File: src/rtl/credit_buffer_pkg.sv
// Shared helpers for the credit buffer: pointer arithmetic for arbitrary (non power-of-two) depths.
package credit_buffer_pkg;

    function automatic int unsigned wrap_inc(input int unsigned ptr, input int unsigned depth);
        return (ptr == depth - 32'd1) ? 32'd0 : ptr + 32'd1;
    endfunction

endpackage

File: src/rtl/ndata_i.sv
// Valid/ready beat channel carrying NUM_ELEMENTS elements of data_t plus per-element keep and a last flag.
interface ndata_i #(
    parameter type         data_t       = logic [31:0],
    parameter int unsigned NUM_ELEMENTS = 1
);
    data_t [NUM_ELEMENTS-1:0] data;
    logic  [NUM_ELEMENTS-1:0] keep;
    logic                     last;
    logic                     valid;
    logic                     ready;

    modport m (output data, keep, last, valid, input ready);
    modport s (input data, keep, last, valid, output ready);
endinterface

File: src/rtl/credit_buffer.sv
// Credit-return FIFO: stores up to DEPTH beats from a credited upstream and returns one credit per beat
// delivered downstream. Sized to the creditor's in-transit limit, so any push attempt while full is a protocol error.
module credit_buffer
    import credit_buffer_pkg::*;
#(
    parameter int unsigned DEPTH        = 8,
    parameter type         data_t       = logic [31:0],
    parameter int unsigned NUM_ELEMENTS = 1
) (
    input  logic                     clk,
    input  logic                     rst_n,
    ndata_i.s                        in,
    ndata_i.m                        out,
    output logic                     credit_return,
    output logic [$clog2(DEPTH):0]   fill_level,
    output logic                     overflow
);

    localparam int unsigned PTR_W = $clog2(DEPTH);
    localparam int unsigned CNT_W = PTR_W + 1;

    typedef struct packed {
        data_t [NUM_ELEMENTS-1:0] data;
        logic  [NUM_ELEMENTS-1:0] keep;
        logic                     last;
    } entry_t;

    entry_t           r_mem [DEPTH];
    logic [PTR_W-1:0] r_wr_ptr;
    logic [PTR_W-1:0] r_rd_ptr;
    logic [CNT_W-1:0] r_fill;
    logic             r_credit;
    logic             r_overflow;
    logic             r_active;

    logic             w_full;
    logic             w_empty;
    logic             w_push;
    logic             w_pop;
    entry_t           w_wr_entry;
    entry_t           w_head;

    // r_active holds in.ready low during reset and releases it on the first clock afterwards.
    assign w_full     = (r_fill == CNT_W'(DEPTH));
    assign w_empty    = (r_fill == '0);
    assign in.ready   = r_active && !w_full;
    assign out.valid  = !w_empty;
    assign w_push     = in.valid && in.ready;
    assign w_pop      = out.valid && out.ready;

    assign w_wr_entry = '{data: in.data, keep: in.keep, last: in.last};
    assign w_head     = r_mem[r_rd_ptr];
    assign out.data   = w_head.data;
    assign out.keep   = w_head.keep;
    assign out.last   = w_head.last;

    assign credit_return = r_credit;
    assign fill_level    = r_fill;
    assign overflow      = r_overflow;

    always_ff @(posedge clk or negedge rst_n) begin
        if (!rst_n) begin
            r_wr_ptr   <= '0;
            r_rd_ptr   <= '0;
            r_fill     <= '0;
            r_credit   <= 1'b0;
            r_overflow <= 1'b0;
            r_active   <= 1'b0;
        end else begin
            r_active <= 1'b1;
            r_credit <= w_pop;
            if (w_push) begin
                r_wr_ptr <= PTR_W'(wrap_inc(32'(r_wr_ptr), DEPTH));
            end
            if (w_pop) begin
                r_rd_ptr <= PTR_W'(wrap_inc(32'(r_rd_ptr), DEPTH));
            end
            if (w_push && !w_pop) begin
                r_fill <= r_fill + CNT_W'(1);
            end else if (w_pop && !w_push) begin
                r_fill <= r_fill - CNT_W'(1);
            end
            if (in.valid && w_full) begin
                r_overflow <= 1'b1;
            end
        end
    end

    always_ff @(posedge clk) begin
        if (w_push) begin
            r_mem[r_wr_ptr] <= w_wr_entry;
        end
    end

endmodule
File: src/flat_wrapper.sv
// flat-port wrapper written by rule: the top's interface ports become plain ports
module credit_buffer_flat import credit_buffer_pkg::*;
#(
    parameter int unsigned DEPTH        = 8,
    parameter type         data_t       = logic [31:0],
    parameter int unsigned NUM_ELEMENTS = 1
)
  (clk, rst_n, credit_return, fill_level, overflow, in_data, in_keep, in_last, in_valid, in_ready, out_data, out_keep, out_last, out_valid, out_ready);
  ndata_i #(.data_t(data_t), .NUM_ELEMENTS(NUM_ELEMENTS)) in_i ();
  ndata_i #(.data_t(data_t), .NUM_ELEMENTS(NUM_ELEMENTS)) out_i ();
  input  logic clk;
  input  logic rst_n;
  output logic credit_return;
  output logic [$clog2(DEPTH):0] fill_level;
  output logic overflow;
  input wire logic [$bits(in_i.data)-1:0] in_data;
  input wire logic [$bits(in_i.keep)-1:0] in_keep;
  input wire logic [$bits(in_i.last)-1:0] in_last;
  input wire logic [$bits(in_i.valid)-1:0] in_valid;
  output wire logic [$bits(in_i.ready)-1:0] in_ready;
  output wire logic [$bits(out_i.data)-1:0] out_data;
  output wire logic [$bits(out_i.keep)-1:0] out_keep;
  output wire logic [$bits(out_i.last)-1:0] out_last;
  output wire logic [$bits(out_i.valid)-1:0] out_valid;
  input wire logic [$bits(out_i.ready)-1:0] out_ready;
  assign in_i.data = in_data;
  assign in_i.keep = in_keep;
  assign in_i.last = in_last;
  assign in_i.valid = in_valid;
  assign in_ready = in_i.ready;
  assign out_data = out_i.data;
  assign out_keep = out_i.keep;
  assign out_last = out_i.last;
  assign out_valid = out_i.valid;
  assign out_i.ready = out_ready;
  credit_buffer #(.DEPTH(DEPTH), .data_t(data_t), .NUM_ELEMENTS(NUM_ELEMENTS)) u_core (.clk(clk), .rst_n(rst_n), .in(in_i), .out(out_i), .credit_return(credit_return), .fill_level(fill_level), .overflow(overflow));
endmodule
File: config.mk
export PLATFORM = sky130hd
export DESIGN_NAME = credit_buffer_flat
export DESIGN_NICKNAME = d
export VERILOG_FILES = /design/src/rtl/credit_buffer_pkg.sv /design/src/rtl/ndata_i.sv /design/src/rtl/credit_buffer.sv /design/src/flat_wrapper.sv
export SDC_FILE = /design/constraint.sdc
export NUM_CORES = 1
export LEC_CHECK = 0
export BUFFER_PORTS_ARGS = -buffer_cell sky130_fd_sc_hd__buf_2
export CORE_MARGIN = 5
export CORE_UTILIZATION = 60
export DETAILED_ROUTE_END_ITERATION = 12
export GPL_ROUTABILITY_DRIVEN = 0
export HOLD_SLACK_MARGIN = 0.1
export PLACE_DENSITY = 0.87
export SYNTH_ARGS = -nofsm -noshare
export SYNTH_HDL_FRONTEND = slang
export SYNTH_SLANG_ARGS = --single-unit
File: constraint.sdc
create_clock -name clk -period 6.2 [get_ports clk]
set_clock_uncertainty 0.1 [all_clocks]
set_input_delay 1.24 -clock clk [delete_from_list [all_inputs] [get_ports clk]]
set_output_delay 1.24 -clock clk [all_outputs]
set_load 0.05 [all_outputs]
==> summary.md, run 1 <==
| Metric | Value |
|---|---|
| Status | finished clean |
| Die area | 21,600 um2 |
| Hold-fix buffers, CTS | 0 |
| Largest net degree at the start of global routing | 72 |
| Initial Util | 60.5% |
| Average routed wire per standard cell | 25.3 um |
| Xor-xnor portion of the synthesized cell area | 0.156% |
| Power Dens Cells | 490 nW/um2 |
| Max_slew headroom | 21.3% |
| YS warnings | 0 |
| Clk slew on worst S/H paths | 70 ps |
| Avg Vias per Cell | 6.25 |
| Most common cell after layout, fill and taps aside | edfxtp_1 |
| I/O pin count | 80 |
| PnR worst setup slack | 1840 ps |
| Grt met2 use | 32.6% |
| Setup crit end kind | output pin |
| Setup_tns | 0 ps |
| RSZ-0062 raised after global routing | false |
| DRC Markers | 0 |
| Routed WL | 20.7 mm |
| Die height | 147 um |
| Most frequent cells in the layout | edfxtp_1 (272), buf_2 (79), mux4_1 (67) |
| Multi-input logic area | 2640 um2 |
| CTS tree | built |
| Post-CTS sizing | 0 |
| Die width | 147 um |
| Fmax | 229 MHz |
| DR pass1 iterations | 4 |
| Area grow syn2layout | 14.8% |
| Post-Syn Area | 11,200 um2 |
| Post-synth top area cell | edfxtp_1 |
| Worst path max stage delay | 1190 ps |
| DRT antenna net count | 0 |
| Critical path class | register to output pin |
| Seq cells post-synth | 285 |
| First-pass GRT wire length | 31.4 mm |
| Post-Synth Adder-Cell Area | 0.957% |
| Slew @ Worst Pin | 1180 ps |
| Worst Hold Class | register to register |
| Global route hottest layer | met2 |
| # setup viols final | 0 |
| Minimum clock period | 4360 ps |
| Crit start category | register |
| Worst Path Max Fanout | 71 |
| Flip-flop and latch area | 8500 um2 |
| Post-synthesis mux area share | 20.1% |
| Synth Area in Compound Gates | 0.434% |
| I/O Buffers | 79 |
| Largest family of logic cells by synthesized area | multiplexers |
| Layout cells sized above 1 | 32.8% |
| Critical-path cell list | mux4_1 > mux2_2 > buf_2 |
| Initial antenna violation count | 0 |
| Post-synthesis average cell area | 24.2 um2 |
| # clock sinks | 285 |
| HPWL Detailed | 11.2 mm |
| Synth Instances | 465 |
| Row Count | 50 |
| Critical path's slowest cell | dfrtp_4 |
| Antenna cell count | 0 |
| Clock buffer depth | 3 |
| Final layout net count | 610 |
| Area of the core | 18,600 um2 |
| Fillers | 1,067 |
| Dpl cells | 768 |
| CTS Root Cell | clkbuf_16 |
| Global route overflow | 0 |
| Net count after synthesis | 511 |
| Post-synth cell types | 33 |
| Final hold violations | 0 |
| Postcts setup bufs | 0 |
| Worst-Skew Late Latency | 530 ps |
| Num CTS Buffers | 28 |
| Post-place setup slack | 2440 ps |
| CP required | 4860 ps |
| GR Util All Layers | 19.1% |
| Maxcap violations | 0 |
| Area share of the largest cell type after synthesis | 72.7% |
| Max IR drop VDD | 0.000324 V |
| M3 GR Usage | 3.55% |
| Sequential fraction of the synthesis area | 75.6% |
| Max-slew violation count | 0 |
| CP Data Arrival Time | 3020 ps |
| Simple-Gate Fraction of Synth Area | 1.39% |
| Vias in the first global route | 5,390 |
| Leakage | 4.47 nW |
| Largest cells by area after synthesis | edfxtp_1 (73%), mux4_1 (16%), mux2_2 (4.1%) |
| H-Tree Depth | 1 |
| Finished Layout Cells | 820 |
| 1st-iter DRT viols | 404 |
| Via count | 5,124 |
| Final Cycle Share | 70.4% |
| Met1 usage | 26.2% |
[path summary, 6_finish.rpt]
kind | start | to | slack, ps | cells past startpoint
worst min register to register | u_core.overflow | u_core.overflow | 410 | 1
worst min-delay path | u_core.overflow | u_core.overflow | 410 | 1
worst max register to register | u_core.fill_level[0] | u_core.fill_level[3] | 3120 | 9
worst max-delay path | u_core.r_rd_ptr[0] | out_data[5] | 1840 | 3
max in group asynchronous | rst_n | u_core.r_rd_ptr[0] | 5230 | 1
min in group asynchronous | rst_n | u_core.r_rd_ptr[0] | 500 | 1
[area by class of cell]
cell class                 instances  area share [%]
sequential                       285            65.9
multi-input combinational        155            20.4
clock buffer                      31            5.68
timing repair buffer              90            3.70
tap                              234            2.27
clock inverter                    21            1.92
inverter                           4           0.116
[per-stage QoR]
step	total power, W	hold slack, ps	cell area [um2]	utilization [%]
final	0.00633	405	12900	69.4
after global routing	0.00657	417	12900	69.4
after CTS	0.00638	411	12900	69.4
after detailed placement	0.00461	385	11900	64.2
after global placement	0.00455	358	11900	64.2
after floorplan	0.00417	487	11200	-
[cell families after synthesis]
logic type	count (synthesis)
fa+ha+maj	8
xor+xnor	2
simple gates	27
compound gates	7
buf+inv	25
other cells	1
mux	110
flops	285
[worst max-delay path: cells and delay by family, from the launching register on]
kind	cells	cell delay, ps
flops	1	1190
mux	2	1000
buf+inv	1	220
[power by group]
group | switching [W] | total [W] | internal [W]
clock | 0.000704 | 0.00177 | 0.00107
sequential | 0.000277 | 0.00257 | 0.00229
combinational | 0.00121 | 0.00199 | 0.000774
total | 0.00219 | 0.00633 | 0.00413
[cell usage after synthesis]
cell / instances
inv_1: 4
xnor2_1: 2
nor4_1: 1
buf_2: 2
o21ai_0: 1
conb_1: 1
nand2b_1: 2
fa_1: 1
edfxtp_1: 272
or4b_4: 1
nor3_1: 5
nor2_1: 5
ha_1: 7
buf_6: 8
a2111o_1: 1
nand4_1: 1
clkbuf_1: 11
nand3b_1: 1
mux2_2: 41
mux4_2: 1
and2_1: 1
a21oi_1: 2
o211ai_1: 2
nand3_1: 2
dfrtp_1: 13
mux2i_1: 1
o21bai_1: 1
nand3_2: 1
or4_4: 1
mux4_1: 67
nand2_1: 4
or4_1: 1
or3_1: 1
[state kept, by name, summed over array words and instances (netlist names)]
signal                flops
u_core.r_active           1
u_core.credit_return      1
u_core.r_rd_ptr           3
u_core.overflow           1
u_core.r_mem            272
u_core.r_wr_ptr           3
u_core.fill_level         4
[layer usage]
| layer | part of all wire [%] | vias to the layer above |
|---|---|---|
| li1 | - | 2223 |
| met1 | 42 | 2704 |
| met2 | 51 | 170 |
| met3 | 5.9 | 27 |
| met4 | 1.6 | 0 |
| met5 | 0 | - |
(Power assumes the default switching activity.)
==> run 2: changes to the inputs <==
--- a/config.mk
+++ b/config.mk
@@ -7,11 +7,11 @@
 export LEC_CHECK = 0
 export BUFFER_PORTS_ARGS = -buffer_cell sky130_fd_sc_hd__buf_2
 export CORE_MARGIN = 5
-export CORE_UTILIZATION = 60
+export CORE_UTILIZATION = 54
 export DETAILED_ROUTE_END_ITERATION = 12
 export GPL_ROUTABILITY_DRIVEN = 0
 export HOLD_SLACK_MARGIN = 0.1
-export PLACE_DENSITY = 0.87
+export PLACE_DENSITY = 0.83
 export SYNTH_ARGS = -nofsm -noshare
 export SYNTH_HDL_FRONTEND = slang
 export SYNTH_SLANG_ARGS = --single-unit
==> constraint.sdc (replaced) <==
create_clock -name clk -period 3.9 [get_ports clk]
set_clock_uncertainty 0.1 [all_clocks]
set_input_delay 0.78 -clock clk [delete_from_list [all_inputs] [get_ports clk]]
set_output_delay 0.78 -clock clk [all_outputs]
set_load 0.05 [all_outputs]
==> summary.md, run 2 (synthesis results as in run 1) <==
| Metric | Value |
|---|---|
| HPWL Detailed | 12.1 mm (+7.7%) |
| DRT antenna net count | 0 (unchanged) |
| Stages on the worst setup path | 4 (+1) |
| I/O Buffers | 79 (unchanged) |
| Min-Delay Path Depth | 1 (unchanged) |
| Fmax | 264 MHz |
| FF-to-FF path depth | 9 (unchanged) |
| Slew @ Worst Pin | 810 ps (-371 ps) |
| Row Count | 52 (+4.0%) |
| Initial antenna violation count | 0 (unchanged) |
| Routed WL | 20.6 mm (-0.34%) |
| Setup crit end kind | output pin |
| Top delay family on crit path | flip-flops |
| Setup_tns | 0 ps (unchanged) |
| Area grow syn2layout | 15.6% |
| Minimum clock period | 3790 ps |
| DR pass1 iterations | 5 (+1) |
| Layout cells sized above 1 | 32.4% (-0.33 points) |
| Most common cell after layout, fill and taps aside | edfxtp_1 |
| RR Startpoint | u_core.fill_level[0] |
| Hold_ws | 381 ps (-24.4 ps) |
| CP required | 3020 ps (-1840 ps) |
| Largest register FFs | 272 (unchanged) |
| Vias in the first global route | 5,358 (-0.59%) |
| Worst setup path start | u_core.r_rd_ptr[0] |
| Crit start category | register |
| Global route overflow | 0 (unchanged) |
| CTS tree | built |
| R2r endpoint | u_core.fill_level[3] |
| Power, Total | 0.00989 W (+56%) |
| Worst Path Max Fanout | 43 (-39%) |
| Worst path max stage delay | 900 ps (-290 ps) |
| Max_slew headroom | 45.6% (+24 points) |
| Sw Share | 35.0% (+0.33 points) |
| Max IR drop VDD | 0.000563 V (+74%) |
| Critical-path cell list | buf_4 > mux4_1 > mux2_2 > buf_2 |
| Clock buffer depth | 3 (unchanged) |
| H-Tree Depth | 1 (unchanged) |
| Area of the core | 20,400 um2 (+9.6%) |
| Max-slew violation count | 0 (unchanged) |
| Worst-Skew Late Latency | 540 ps (about the same) |
| Critical path class | register to output pin |
| Average routed wire per standard cell | 23.9 um (-5.5%) |
| # clock sinks | 285 (unchanged) |
| Leakage | 4.49 nW (+0.48%) |
| Final layout net count | 619 (+1.5%) |
| DRC Markers | 0 (unchanged) |
| Via count | 5,067 (-1.1%) |
| Die height | 154 um (+5.0%) |
| Sequential Power Share | 39.8% (-0.8 points) |
| Clk slew on worst S/H paths | 60 ps (about the same) |
| CTS Root Cell | clkbuf_16 |
| # setup viols final | 0 (unchanged) |
| Fillers | 1,306 (+22%) |
| Worst R2R Setup Slack | 770 ps (-2350 ps) |
| Sw Pwr | 0.00346 W (+58%) |
| Worst Hold Class | register to register |
| Clock power frac | 25.9% (-2.1 points) |
| Critical path's slowest cell | dfrtp_4 |
| Buf/Inv on CP | 2 (+1) |
| Maxcap violations | 0 (unchanged) |
| Power Dens Cells | 762 nW/um2 (+55%) |
| Avg Vias per Cell | 5.86 (-6.3%) |
| 1st-iter DRT viols | 331 (-18%) |
| Hold Path End | u_core.overflow |
| Largest net degree at the start of global routing | 71 (-1.4%) |
| GR Util All Layers | 17.5% (-1.6 points) |
| Most frequent cells in the layout | edfxtp_1 (272), buf_2 (79), mux4_1 (67) |
| Status | finished clean |
| Die width | 154 um (+5.0%) |
| Logic pwr share | 34.4% (+3.0 points) |
| Int Power | 0.00643 W (+56%) |
| Final Cycle Share | 97.1% |
| Die area | 23,800 um2 (+10%) |
| First-pass GRT wire length | 31.8 mm (+1.3%) |
| I/O pin count | 80 (unchanged) |
| Hold path start | u_core.overflow |
| CP Data Arrival Time | 2910 ps (-110 ps) |
| Post-CTS sizing | 0 (unchanged) |
| Final hold violations | 0 (unchanged) |
| RSZ-0062 raised after global routing | false |
| Reg with most FFs | u_core.r_mem |
| Initial Util | 55.2% (-5.3 points) |
| Antenna cell count | 0 (unchanged) |
| Num CTS Buffers | 28 (unchanged) |
[run 2: cell types whose count changed in the layout (fill, tap and decap cells not counted), moves of 2 or more]
cell / previous run / this run
buf_12: 0 / 4
buf_4: 11 / 15
inv_6: 4 / 0
clkinvlp_4: 3 / 0
clkbuf_8: 0 / 2
bufinv_16: 5 / 2
clkbuf_1: 2 / 9
[run 2: power by group through the flow]
| stage | clock network, W | logic, W | registers (W) |
|---|---|---|---|
| after floorplan | 0 | 0.00273 | 0.00391 |
| after global placement | 0 | 0.00336 | 0.00397 |
| after detailed placement | 0 | 0.00343 | 0.00400 |
| after CTS | 0.00261 | 0.00345 | 0.00394 |
| after global routing | 0.00276 | 0.00359 | 0.00396 |
| final | 0.00256 | 0.00340 | 0.00393 |
[run 2: repair_timing]
| action | in CTS | in global routing |
|---|---|---|
| endpoints found under the hold margin | 13 | 0 |
| buffers inserted | 0 | 0 |
| hold buffers | 1 | 0 |
[run 2: worst max-delay path by stage]
stage                                    end  slack (ps)
after global routing             out_data[1]          40
final                           out_data[31]         110
after global placement          out_data[26]         710
after detailed placement         out_data[1]         670
after floorplan           u_core.r_mem[2][0]        -230
after CTS                        out_data[1]          90
[run 2: routing by layer]
metal  global-route usage [%]  share of wire [%]  vias up
li1                         -                  -     2247
met1                     23.7                 41     2625
met2                     30.4                 52      162
met3                     2.88                5.8       33
met4                     3.78                1.7        0
met5                        0                  0        -
[run 2: metrics by stage]
step	cell area [um2]	std cells	setup WS, ps	utilization, %
after floorplan	11200	465	-232	-
after global placement	12100	812	713	59.4
final	13000	865	113	63.8
after CTS	13000	865	90.3	63.8
after global routing	13000	865	36.6	63.8
after detailed placement	12100	812	670	59.4
[run 2: area by class of cell]
type / count / area (um2) / area share, %
flip-flops and latches: 285 / 8500 / 65.4
clock buffers: 39 / 762 / 5.87
inverters: 4 / 15.0 / 0.116
well taps: 270 / 338 / 2.60
multi-input cells: 155 / 2650 / 20.4
repair buffers: 99 / 598 / 4.61
clock inverters: 13 / 121 / 0.935
[run 2: worst reg2reg max path, stage by stage (launching register included)]
cell and delay (ps):
dfrtp_1 480, or4b_4 580, nand3_2 240, inv_1 80
ha_1 250, inv_1 160, ha_1 310, or4_1 550
o211ai_1 120, o211ai_1 120
